### src/rtl/wb_stage_pkg.sv
`default_nettype none
// ============================================================================
// Module   : wb_stage_pkg
// Purpose  : Shared definitions for the writeback stage. Contains the
//            machine-mode CSR addresses, the CSR op codes, exception cause
//            codes, mstatus bit positions and the read-modify-write helpers.
// Revision : 1.0  initial release
// ============================================================================
package wb_stage_pkg;

  // Machine-mode CSR addresses
  localparam logic [11:0] CSR_MSTATUS   = 12'h300;
  localparam logic [11:0] CSR_MTVEC     = 12'h305;
  localparam logic [11:0] CSR_MSCRATCH  = 12'h340;
  localparam logic [11:0] CSR_MEPC      = 12'h341;
  localparam logic [11:0] CSR_MCAUSE    = 12'h342;
  localparam logic [11:0] CSR_MTVAL     = 12'h343;
  localparam logic [11:0] CSR_MCYCLE    = 12'hB00;
  localparam logic [11:0] CSR_MINSTRET  = 12'hB02;
  localparam logic [11:0] CSR_MCYCLEH   = 12'hB80;
  localparam logic [11:0] CSR_MINSTRETH = 12'hB82;
  localparam logic [11:0] CSR_MHARTID   = 12'hF14;

  // CSR operation carried down the pipe with each Zicsr instruction
  typedef enum logic [1:0] {
    CORE_CSR_NOP   = 2'd0,
    CORE_CSR_WRITE = 2'd1,
    CORE_CSR_SET   = 2'd2,
    CORE_CSR_CLEAR = 2'd3
  } csr_op_e;

  // Exception cause codes (interrupt bit clear)
  localparam logic [31:0] CAUSE_INSTR_ADDR_MISALIGNED = 32'd0;
  localparam logic [31:0] CAUSE_ILLEGAL_INSTR         = 32'd2;

  // mstatus fields
  localparam int MSTATUS_MIE_BIT  = 3;
  localparam int MSTATUS_MPIE_BIT = 7;
  localparam int MSTATUS_MPP_LSB  = 11;

  // Trap request handed from the stage to the CSR file
  typedef struct packed {
    logic        valid;
    logic [31:0] pc;
    logic [31:0] cause;
    logic [31:0] tval;
  } trap_req_t;

  // New CSR value produced by a Zicsr op applied to the current value
  function automatic logic [31:0] csr_rmw(input csr_op_e op,
                                          input logic [31:0] old_val,
                                          input logic [31:0] operand);
    case (op)
      CORE_CSR_WRITE: return operand;
      CORE_CSR_SET:   return old_val | operand;
      CORE_CSR_CLEAR: return old_val & ~operand;
      default:        return old_val;
    endcase
  endfunction

  // SET/CLEAR with a zero operand are pure reads and must not cause a write
  function automatic logic csr_op_writes(input csr_op_e op,
                                         input logic [31:0] operand);
    return (op == CORE_CSR_WRITE) ||
           (((op == CORE_CSR_SET) || (op == CORE_CSR_CLEAR)) && (operand != 32'd0));
  endfunction

endpackage : wb_stage_pkg
`default_nettype wire

### src/rtl/wb_stage_csr_file.sv
`default_nettype none
// ============================================================================
// Module   : wb_csr_file
// Purpose  : Machine-mode CSR storage for the writeback stage: read mux,
//            read-modify-write, mcycle/minstret counters and the trap-entry
//            and mret state updates. All state changes land on the clock
//            edge after the instruction sits in WB; reads are combinational
//            and therefore return the pre-update value.
// Revision : 1.0  initial release
// ============================================================================
module wb_csr_file
  import wb_stage_pkg::*;
#(
  parameter logic [31:0] MTVEC_RST = 32'h0000_0000,
  parameter logic [31:0] HART_ID   = 32'd0,
  parameter bit          CNT_EN    = 1'b1
) (
  input  logic        clk,
  input  logic        rst,
  input  logic [11:0] i_addr,
  output logic [31:0] o_rdata,
  input  logic        i_wr_req,      // retiring instruction carries a CSR op
  input  csr_op_e     i_wr_op,
  input  logic [31:0] i_wr_operand,
  input  trap_req_t   i_trap,
  input  logic        i_mret,        // retiring, non-excepting mret
  input  logic        i_retire,      // valid, non-excepting instruction
  output logic [31:0] o_mtvec,
  output logic [31:0] o_mepc
);

  logic        r_mie;
  logic        r_mpie;
  logic [31:0] r_mtvec;
  logic [31:0] r_mscratch;
  logic [31:0] r_mepc;
  logic [31:0] r_mcause;
  logic [31:0] r_mtval;
  logic [63:0] w_mcycle;
  logic [63:0] w_minstret;

  logic [31:0] w_mstatus;
  logic [31:0] w_new;
  logic        w_wr;
  logic        w_wr_mstatus;
  logic        w_wr_mtvec;
  logic        w_wr_mscratch;
  logic        w_wr_mepc;
  logic        w_wr_mcause;
  logic        w_wr_mtval;
  logic        w_wr_mcycle;
  logic        w_wr_mcycleh;
  logic        w_wr_minstret;
  logic        w_wr_minstreth;

  // mstatus view: MPP is hardwired to machine mode, only MIE/MPIE are live
  always_comb begin
    w_mstatus                                        = 32'd0;
    w_mstatus[MSTATUS_MPP_LSB+1:MSTATUS_MPP_LSB]     = 2'b11;
    w_mstatus[MSTATUS_MPIE_BIT]                      = r_mpie;
    w_mstatus[MSTATUS_MIE_BIT]                       = r_mie;
  end

  // Combinational read mux; unimplemented addresses read as zero
  always_comb begin
    o_rdata = 32'd0;
    case (i_addr)
      CSR_MSTATUS:   o_rdata = w_mstatus;
      CSR_MTVEC:     o_rdata = r_mtvec;
      CSR_MSCRATCH:  o_rdata = r_mscratch;
      CSR_MEPC:      o_rdata = r_mepc;
      CSR_MCAUSE:    o_rdata = r_mcause;
      CSR_MTVAL:     o_rdata = r_mtval;
      CSR_MCYCLE:    o_rdata = w_mcycle[31:0];
      CSR_MCYCLEH:   o_rdata = w_mcycle[63:32];
      CSR_MINSTRET:  o_rdata = w_minstret[31:0];
      CSR_MINSTRETH: o_rdata = w_minstret[63:32];
      CSR_MHARTID:   o_rdata = HART_ID;
      default:       o_rdata = 32'd0;
    endcase
  end

  assign w_new = csr_rmw(i_wr_op, o_rdata, i_wr_operand);
  assign w_wr  = i_wr_req && csr_op_writes(i_wr_op, i_wr_operand);

  // Per-register write strobes; mhartid and unknown addresses get none
  always_comb begin
    w_wr_mstatus   = w_wr && (i_addr == CSR_MSTATUS);
    w_wr_mtvec     = w_wr && (i_addr == CSR_MTVEC);
    w_wr_mscratch  = w_wr && (i_addr == CSR_MSCRATCH);
    w_wr_mepc      = w_wr && (i_addr == CSR_MEPC);
    w_wr_mcause    = w_wr && (i_addr == CSR_MCAUSE);
    w_wr_mtval     = w_wr && (i_addr == CSR_MTVAL);
    w_wr_mcycle    = w_wr && (i_addr == CSR_MCYCLE);
    w_wr_mcycleh   = w_wr && (i_addr == CSR_MCYCLEH);
    w_wr_minstret  = w_wr && (i_addr == CSR_MINSTRET);
    w_wr_minstreth = w_wr && (i_addr == CSR_MINSTRETH);
  end

  // mstatus interrupt-enable stack: trap pushes, mret pops, CSR write last
  always_ff @(posedge clk) begin
    if (rst) begin
      r_mie  <= 1'b0;
      r_mpie <= 1'b0;
    end else if (i_trap.valid) begin
      r_mpie <= r_mie;
      r_mie  <= 1'b0;
    end else if (i_mret) begin
      r_mie  <= r_mpie;
      r_mpie <= 1'b1;
    end else if (w_wr_mstatus) begin
      r_mie  <= w_new[MSTATUS_MIE_BIT];
      r_mpie <= w_new[MSTATUS_MPIE_BIT];
    end
  end

  // Trap-handling registers; trap capture and CSR writes never coincide
  always_ff @(posedge clk) begin
    if (rst) begin
      r_mtvec    <= {MTVEC_RST[31:2], 2'b00};
      r_mscratch <= 32'd0;
      r_mepc     <= 32'd0;
      r_mcause   <= 32'd0;
      r_mtval    <= 32'd0;
    end else begin
      if (w_wr_mtvec)    r_mtvec    <= {w_new[31:2], 2'b00};
      if (w_wr_mscratch) r_mscratch <= w_new;
      if (i_trap.valid) begin
        r_mepc   <= {i_trap.pc[31:2], 2'b00};
        r_mcause <= i_trap.cause;
        r_mtval  <= i_trap.tval;
      end else begin
        if (w_wr_mepc)   r_mepc   <= {w_new[31:2], 2'b00};
        if (w_wr_mcause) r_mcause <= w_new;
        if (w_wr_mtval)  r_mtval  <= w_new;
      end
    end
  end

  generate
    if (CNT_EN) begin : g_cnt
      logic [63:0] r_mcycle;
      logic [63:0] r_minstret;
      logic [63:0] w_mcycle_inc;
      logic [63:0] w_minstret_nxt;

      // Full 64-bit increment so the low->high carry lands on the same edge
      always_comb begin
        w_mcycle_inc   = r_mcycle + 64'd1;
        w_minstret_nxt = i_retire ? (r_minstret + 64'd1) : r_minstret;
      end

      // A CSR write to one half replaces that half's increment only
      always_ff @(posedge clk) begin
        if (rst) begin
          r_mcycle   <= 64'd0;
          r_minstret <= 64'd0;
        end else begin
          r_mcycle[31:0]    <= w_wr_mcycle    ? w_new : w_mcycle_inc[31:0];
          r_mcycle[63:32]   <= w_wr_mcycleh   ? w_new : w_mcycle_inc[63:32];
          r_minstret[31:0]  <= w_wr_minstret  ? w_new : w_minstret_nxt[31:0];
          r_minstret[63:32] <= w_wr_minstreth ? w_new : w_minstret_nxt[63:32];
        end
      end

      assign w_mcycle   = r_mcycle;
      assign w_minstret = r_minstret;
    end else begin : g_no_cnt
      assign w_mcycle   = 64'd0;
      assign w_minstret = 64'd0;
    end
  endgenerate

  assign o_mtvec = r_mtvec;
  assign o_mepc  = r_mepc;

endmodule : wb_csr_file
`default_nettype wire

### src/rtl/wb_stage.sv
`default_nettype none
// ============================================================================
// Module   : wb_stage
// Purpose  : Writeback stage. Resolves exception priority for the
//            instruction in WB, selects the register-file write data (ALU /
//            load result or CSR read value), and issues the PC redirect /
//            flush pulse for trap entry and mret. CSR state lives in
//            wb_csr_file.
// Revision : 1.0  initial release
// ============================================================================
module wb_stage
  import wb_stage_pkg::*;
#(
  parameter logic [31:0] MTVEC_RST = 32'h0000_0000,
  parameter logic [31:0] HART_ID   = 32'd0,
  parameter bit          CNT_EN    = 1'b1
) (
  input  logic        clk,
  input  logic        rst,
  input  logic        mem2wb_valid,
  input  logic [31:0] mem2wb_pc,
  input  logic [31:0] mem2wb_instruction,
  input  logic        mem2wb_reg_wen,
  input  logic [4:0]  mem2wb_reg_waddr,
  input  logic [31:0] mem2wb_reg_wdata,
  input  logic        mem2wb_csr_rd,
  input  logic [1:0]  mem2wb_csr_wr_op,
  input  logic [31:0] mem2wb_csr_wdata,
  input  logic [11:0] mem2wb_csr_addr,
  input  logic        mem2wb_sel_csr,
  input  logic        mem2wb_mret,
  input  logic        mem2wb_ill_instr,
  input  logic        mem2wb_exc_instr_addr_misaligned,
  output logic        wb_reg_wen,
  output logic [4:0]  wb_reg_waddr,
  output logic [31:0] wb_reg_wdata,
  output logic        wb_redirect,
  output logic [31:0] wb_redirect_pc
);

  logic        w_exc_misaligned;
  logic        w_exc_ill;
  logic        w_exc;
  logic        w_retire;
  logic        w_mret;
  logic        w_csr_wr_req;
  csr_op_e     w_csr_op;
  trap_req_t   w_trap;
  logic [31:0] w_csr_rdata;
  logic [31:0] w_csr_rd_val;
  logic [31:0] w_mtvec;
  logic [31:0] w_mepc;

  // Exception priority: misaligned fetch beats illegal instruction, and any
  // exception suppresses mret, CSR write and RF write of the same instruction
  always_comb begin
    w_exc_misaligned = mem2wb_valid && mem2wb_exc_instr_addr_misaligned;
    w_exc_ill        = mem2wb_valid && mem2wb_ill_instr && !mem2wb_exc_instr_addr_misaligned;
    w_exc            = w_exc_misaligned || w_exc_ill;
    w_retire         = mem2wb_valid && !w_exc;
    w_mret           = w_retire && mem2wb_mret;
    w_csr_op         = csr_op_e'(mem2wb_csr_wr_op);
    w_csr_wr_req     = w_retire && (w_csr_op != CORE_CSR_NOP);

    w_trap.valid     = w_exc;
    w_trap.pc        = mem2wb_pc;
    w_trap.cause     = w_exc_misaligned ? CAUSE_INSTR_ADDR_MISALIGNED : CAUSE_ILLEGAL_INSTR;
    w_trap.tval      = w_exc_misaligned ? mem2wb_pc : mem2wb_instruction;
  end

  wb_csr_file #(
    .MTVEC_RST (MTVEC_RST),
    .HART_ID   (HART_ID),
    .CNT_EN    (CNT_EN)
  ) u_csr_file (
    .clk          (clk),
    .rst          (rst),
    .i_addr       (mem2wb_csr_addr),
    .o_rdata      (w_csr_rdata),
    .i_wr_req     (w_csr_wr_req),
    .i_wr_op      (w_csr_op),
    .i_wr_operand (mem2wb_csr_wdata),
    .i_trap       (w_trap),
    .i_mret       (w_mret),
    .i_retire     (w_retire),
    .o_mtvec      (w_mtvec),
    .o_mepc       (w_mepc)
  );

  // The RF only sees a CSR value when the instruction actually reads it
  assign w_csr_rd_val = mem2wb_csr_rd ? w_csr_rdata : 32'd0;

  // RF write port and redirect; everything is held at zero during reset
  always_comb begin
    wb_reg_wen     = 1'b0;
    wb_reg_waddr   = 5'd0;
    wb_reg_wdata   = 32'd0;
    wb_redirect    = 1'b0;
    wb_redirect_pc = 32'd0;
    if (!rst) begin
      wb_reg_wen   = w_retire && mem2wb_reg_wen && (mem2wb_reg_waddr != 5'd0);
      wb_reg_waddr = mem2wb_reg_waddr;
      wb_reg_wdata = mem2wb_sel_csr ? w_csr_rd_val : mem2wb_reg_wdata;
      wb_redirect  = w_exc || w_mret;
      if (w_exc) begin
        wb_redirect_pc = {w_mtvec[31:2], 2'b00};
      end else if (w_mret) begin
        wb_redirect_pc = w_mepc;
      end
    end
  end

endmodule : wb_stage
`default_nettype wire

### config.mk
export PLATFORM = sky130hd
export DESIGN_NAME = wb_stage
export DESIGN_NICKNAME = d
export VERILOG_FILES = /design/src/rtl/wb_stage_pkg.sv /design/src/rtl/wb_stage_csr_file.sv /design/src/rtl/wb_stage.sv
export SDC_FILE = /design/constraint.sdc
export NUM_CORES = 1
export LEC_CHECK = 0
export CAP_MARGIN = 15
export CORE_ASPECT_RATIO = 0.6
export CORE_MARGIN = 2
export CORE_UTILIZATION = 35
export DETAILED_ROUTE_END_ITERATION = 10
export HOLD_SLACK_MARGIN = 0.02
export PLACE_DENSITY = 0.53
export SLEW_MARGIN = 5
export SYNTH_ARGS = -nofsm -noshare
export SYNTH_HDL_FRONTEND = slang
export SYNTH_SLANG_ARGS = --single-unit
export TNS_END_PERCENT = 20
### constraint.sdc
create_clock -name clk -period 4.15 [get_ports clk]
set_input_delay 0.83 -clock clk [delete_from_list [all_inputs] [get_ports clk]]
set_output_delay 0.83 -clock clk [all_outputs]
set_load 0.02 [all_outputs]
After elaboration in Yosys (flattened, before gate mapping)
Cells that the tools add are included.
- register bits after elaboration: 286
- output and inout bits: 71
- $add $sub $neg: 2
- eq/ne operators: 13
- muxes and demuxes: 29
- bitwise operators: 3
- reductions and logical operators: 37
- operators by type and width (kind ; count):
    $mux 32 ; 17
    $pmux 32 s10 ; 1
    $add 64x1->64 const B ; 2
    $pmux 32 s3 ; 1
    $eq 12x10->1 const B ; 6
    $mux 64 ; 1
    $eq 12x12->1 const B ; 4
    $and 32x32->32 ; 1
    $not 32->32 ; 1
    $or 32x32->32 ; 1
    $reduce_bool 32->1 ; 1
    $logic_and 1x1->1 ; 20
    $reduce_bool 2->1 ; 7
    $mux 1 ; 7
    $mux 5 ; 1
    $reduce_bool 5->1 ; 1
    $eq 2x2->1 const B ; 2
    $logic_or 1x1->1 ; 4
    $reduce_bool 3->1 ; 1
    $eq 2x1->1 const B ; 1
    $logic_not 1->1 ; 2
    $mux 2 ; 1
    $reduce_or 2->1 ; 1

Logic depth before layout (Yosys ltp)
Gate-level depths: netlist (run 1).
- depth in word-level cells: 11
- gate-level depth with buffers: 11

Hierarchy
From an unflattened synthesis (run 1), not the netlist that was laid out.
- cells, all modules: 2428
- area total of the unflattened synthesis: 18903.1 um^2
- by module, submodules not included (module ; times used ; cells each ; area each (um^2) ; seq. area each (um^2)):
    wb_csr_file ; 1 ; 2154 ; 16963.8 ; 5725.5
    wb_stage ; 1 ; 274 ; 1939.4 ; 0.0

Worst setup path before layout (run 1)
OpenSTA, ideal clock, no wires.
- path kind: input port to output port
- from: input mem2wb_csr_addr[7]
- to: output wb_reg_wdata[13]
- arrival time: 2.782 ns
- required time: 3.320 ns
- slack: 0.538 ns
- stages: 7
- path through: buf_2 -> nor4_4 -> nand2_1 -> clkbuf_1 -> o32ai_1 -> o211ai_1 -> a21oi_1
- longest elaborated chain between the ends: 5
- elaborated cells between the ends (all ways): 14
- classes of those cells: eq/ne: 10; mux: 4
- RTL lines (item ; RTL line ; text):
    from (decl) ; wb_stage.sv:29 ; input logic [11:0] mem2wb_csr_addr,
    $eq 12x12->1 / $eq 12x10->1 (equally long branches) ; wb_stage_csr_file.sv:67 ; case (i_addr)
    $pmux 32 s10 (*) ; wb_stage_csr_file.sv:67 ;
    $mux 32 (*) ; wb_stage.sv:91 ; assign w_csr_rd_val = mem2wb_csr_rd ? w_csr_rdata : 32'd0;
    $mux 32 (*) ; wb_stage.sv:103 ; wb_reg_wdata = mem2wb_sel_csr ? w_csr_rd_val : mem2wb_reg_wdata;
    $mux 32 (*) ; wb_stage.sv:100 ; if (!rst) begin
    to (decl) ; wb_stage.sv:36 ; output logic [31:0] wb_reg_wdata,
Mark *: on every way between the ends. The rest lies on a longest branch, timed or not.

Worst setup path in the final report (run 1)
- from: input mem2wb_csr_addr[6]
- to: output wb_reg_wdata[3]
The elaborated chain is that of the path after synthesis.

==> results of run 1 <==
## through the flow
step | util, % | hold WS, ns | TNS [ns] | std cells
after floorplan | - | 0.438 | 0 | 2419
final | 47.5 | 0.490 | -0.0398 | 3530
after global routing | 47.5 | 0.508 | -0.344 | 3530
after CTS | 47.4 | 0.488 | -0.111 | 3530
after detailed placement | 45.3 | 0.476 | -13.12 | 3474
after global placement | 45.3 | 0.450 | -12.54 | 3474
## cells by family after synthesis
group	count (synthesis)
simple gates	1079
compound gates	636
flops	286
buf+inv	236
xor+xnor	101
mux	77
fa+ha+maj	2
other cells	1
## final cells by class
cell class | instances | area share, %
clock buffers | 41 | 3.51
clock inverters | 13 | 0.498
inverters | 22 | 0.332
multi-input cells | 1897 | 48.4
flip-flops and latches | 286 | 23.0
well taps | 703 | 3.54
repair buffers | 568 | 20.7
## worst min-delay path by stage
| stage | start | end | slack, ns | cells after the start |
|---|---|---|---|---|
| after global placement | u_csr_file.r_mcause[17] | u_csr_file.r_mcause[17] | 0.45 | 2 |
| final | u_csr_file.r_mtval[25] | u_csr_file.r_mtval[25] | 0.49 | 2 |
| after floorplan | u_csr_file.r_mcause[17] | u_csr_file.r_mcause[17] | 0.44 | 2 |
| after detailed placement | u_csr_file.r_mcause[24] | u_csr_file.r_mcause[24] | 0.48 | 2 |
| after global routing | u_csr_file.o_mtvec[6] | u_csr_file.o_mtvec[6] | 0.51 | 2 |
| after CTS | u_csr_file.r_mcause[24] | u_csr_file.r_mcause[24] | 0.49 | 2 |
## synthesized netlist by cell type, drive strengths merged (14+ instances only)
library cell	n	area (um^2)
xnor2	64	561
nor2	323	1220
nor3	105	567
a211oi	118	903
o21ai	69	345
nand4	107	682
o22ai	21	131
or4	16	128
a22o	30	263
and2	20	125
inv	22	82.6
a31oi	25	156
nor2b	18	113
o311ai	23	219
nor4	33	270
mux2i	43	430
nand3	99	505
a2111oi	17	156
buf	74	402
nand2	244	916
a21oi	145	756
nand2b	34	213
o221ai	14	129
dfxtp	286	5730
xor2	37	324
a22oi	45	338
and3	23	149
mux2	26	293
clkbuf	140	527
o211ai	21	158
## report_power, final
part	internal [mW]	switching, mW
Combinational	0.474	0.716
Sequential	2.79	0.0397
Clock	1.59	1.27
Total	4.86	2.02
## per-layer routing
| metal | GRT usage [%] | part of all wire [%] |
|---|---|---|
| met5 | 0 | 0 |
| met3 | 9.16 | 12 |
| met4 | 8.76 | 2.5 |
| met2 | 52.4 | 40 |
| met1 | 57.9 | 46 |
## repair_timing
action | 4_1_cts | 5_1_grt
pin swaps | 3 | 6
endpoints found under the setup margin | 32 | 29
setup buffers | 2 | 0
gates resized for setup | 91 | 51
## registers in the layout, summed over array words and instances, names as in the netlist
signal and count:
u_csr_file.r_mcause 32, u_csr_file.r_mie 1, u_csr_file.g_cnt.r_mcycle 64, u_csr_file.o_mepc 30
u_csr_file.r_mscratch 32, u_csr_file.r_mpie 1, u_csr_file.o_mtvec 30, u_csr_file.g_cnt.r_minstret 64
u_csr_file.r_mtval 32
## worst reg2reg max path, delay by kind of cell, from the launching register on
family | cells | cell delay (ns)
AND/OR/NAND/NOR | 6 | 2.58
AO/OA/AOI/OAI | 1 | 0.07
flip-flops | 1 | 0.58
==> summary.txt, run 1 <==
Critical path
  – Register-to-Register Path Depth: 7
  – Worst R2R End: u_csr_file.g_cnt.r_minstret[63]
  – R2R setup slack: 0.87 ns
  – Slowest CP cell: or4b_4
  – Critical path buffer and inverter count: 6
  – CP max stage delay: 0.55 ns
  – WP depth: 12
  – Crit path capture: wb_reg_wdata[3]
  – Crit-path cells: clkdlybuf4s50_1 -> buf_4 -> or4b_4 -> buf_6 -> nor2_1 -> buf_4 -> nand3_1 -> o221ai_1 -> o21ai_1 -> buf_4 -> a21oi_1 -> buf_2
  – Worst EP arrival: 3.36 ns
  – CP delay by family, top: buffers and inverters
  – Crit-path max FO: 8
  – Worst Setup SP: mem2wb_csr_addr[6]
  – Worst EP required: 3.32 ns
  – Cell repeated most along the worst path: buf_4
  – Worst R2R Start: u_csr_file.g_cnt.r_minstret[14]
  – Crit Path Category: in -> out
  – Worst setup EP type: output port
  – Startpoint type of the worst setup path: primary input

Floorplanning
  – Die X: 301 um
  – Die Ht: 182 um
  – Cell row count: 65
  – Die footprint: 54700 um^2
  – Starting Density: 35.3%
  – Core Footprint: 52400 um^2
  – Top Ports: 227

Layout
  – FF/Latch Area: 5730 um^2
  – Diodes inserted: 0
  – Layout cells sized above 1: 19.5%
  – Commonest non-fill, non-tap cell in the layout: nor2_1
  – Area of the multi-input gates: 12000 um^2
  – Area grow syn2layout: 34.5%
  – Most frequent cells in the layout: 320 x nor2_1, 309 x buf_4, 286 x dfxtp_1, 243 x nand2_1, 184 x clkdlybuf4s50_1
  – Fin area: 24900 um^2
  – Fill cell count: 5257
  – Final net count: 2963

Pwr
  – PwrDens: 277 nW/um^2
  – Overall Power: 6.88 mW
  – Leak: 8.76 nW
  – Max VDD drop: 0.325 mV

Synthesis
  – EDFF count, synth: 0
  – Synth async-reset ratio: 0%
  – Compound-Gate Fraction of Synth Area: 24.7%
  – Post-Synth Adder-Cell Area: 0.135%
  – Synth Area in XOR/XNOR: 4.78%
  – Mux cell area share after synthesis: 4.89%
  – Post-Synthesis Cell Area: 18500 um^2
  – Avg Cell Area, Syn: 7.65 um^2
  – Largest family of logic cells by synthesized area: simple AND/OR/NAND/NOR gates
  – Cell count after synthesis: 2418
  – Simple logic cell fraction of the synthesized area: 29.1%
  – Top FF cell, synth: dfxtp_1
  – Seq/Total Area, Yosys: 31.0%
  – Post-synthesis register bit count: 286
  – Warnings, synthesis: 0
  – Synth unique cells: 106

Run status
  – Outcome: complete, but fails checks
  – Failing checks: negative setup slack

Clocking
  – CTS Buf Count: 30
  – Clock-pin slew on the worst setup and hold paths: 0.07 ns
  – Clk Tree Root Cell: clkbuf_16
  – Max clock buf depth: 3
  – Clock sinks: 286
  – # hold bufs at CTS: 0
  – CTS tree: yes
  – Clk_lat worst skew: 0.60 ns
  – H-tree levels: 1

Timing
  – RSZ-0062 raised after global routing: yes
  – Maximum clock rate: 239 MHz
  – Final worst slack: -0.0398 ns
  – Slew HR: 33.1%
  – Actual slew at the worst max-slew pin: 0.995 ns
  – Final Setup Violations: 1
  – Final Skew: 0.0159 ns
  – Max-slew violation count: 0
  – Final Hold Fails: 0
  – Tmin final: 4.19 ns
  – Final period utilization: 101%

Drt
  – # DRC: 0
  – ANT nets after route: 0
  – 1st-pass router iterations: 8
  – Routed WL: 106 mm
  – Iteration-0 DRC Markers: 3126
  – Routed vias/inst: 6.31
  – Via Count: 22300
  – Per-cell routed wire length: 30.2 um

Placed design
  – Placed inst area: 23700 um^2
  – Pre-CTS WS: -0.598 ns
  – IO buf count: 224
  – DPL Wire Length: 83.5 mm
  – Routability-driven placement congestion ratio: 1.01

Global route
  – Initial antenna violation count: 3
  – First-pass GRT wire length: 151 mm
  – Largest net degree at the start of global routing: 107
  – GR Util All Layers: 37.9%
  – Total congestion overflow: 0
  – Vias in the first global route: 20400

Run
  – Max_cap viols: 0

Min path
  – Worst Hold Class: reg -> reg
(Power assumes the default switching activity.)
==> run 2, diff against run 1 <==
--- a/config.mk
+++ b/config.mk
@@ -12,7 +12,7 @@
 export DETAILED_ROUTE_END_ITERATION = 10
 export HOLD_SLACK_MARGIN = 0.02
 export PLACE_DENSITY = 0.53
-export SLEW_MARGIN = 5
+export SLEW_MARGIN = 20
 export SYNTH_ARGS = -nofsm -noshare
 export SYNTH_HDL_FRONTEND = slang
 export SYNTH_SLANG_ARGS = --single-unit
==> results of run 2 <==
The final DEF is identical to that of run 1; final timing and power are the same.
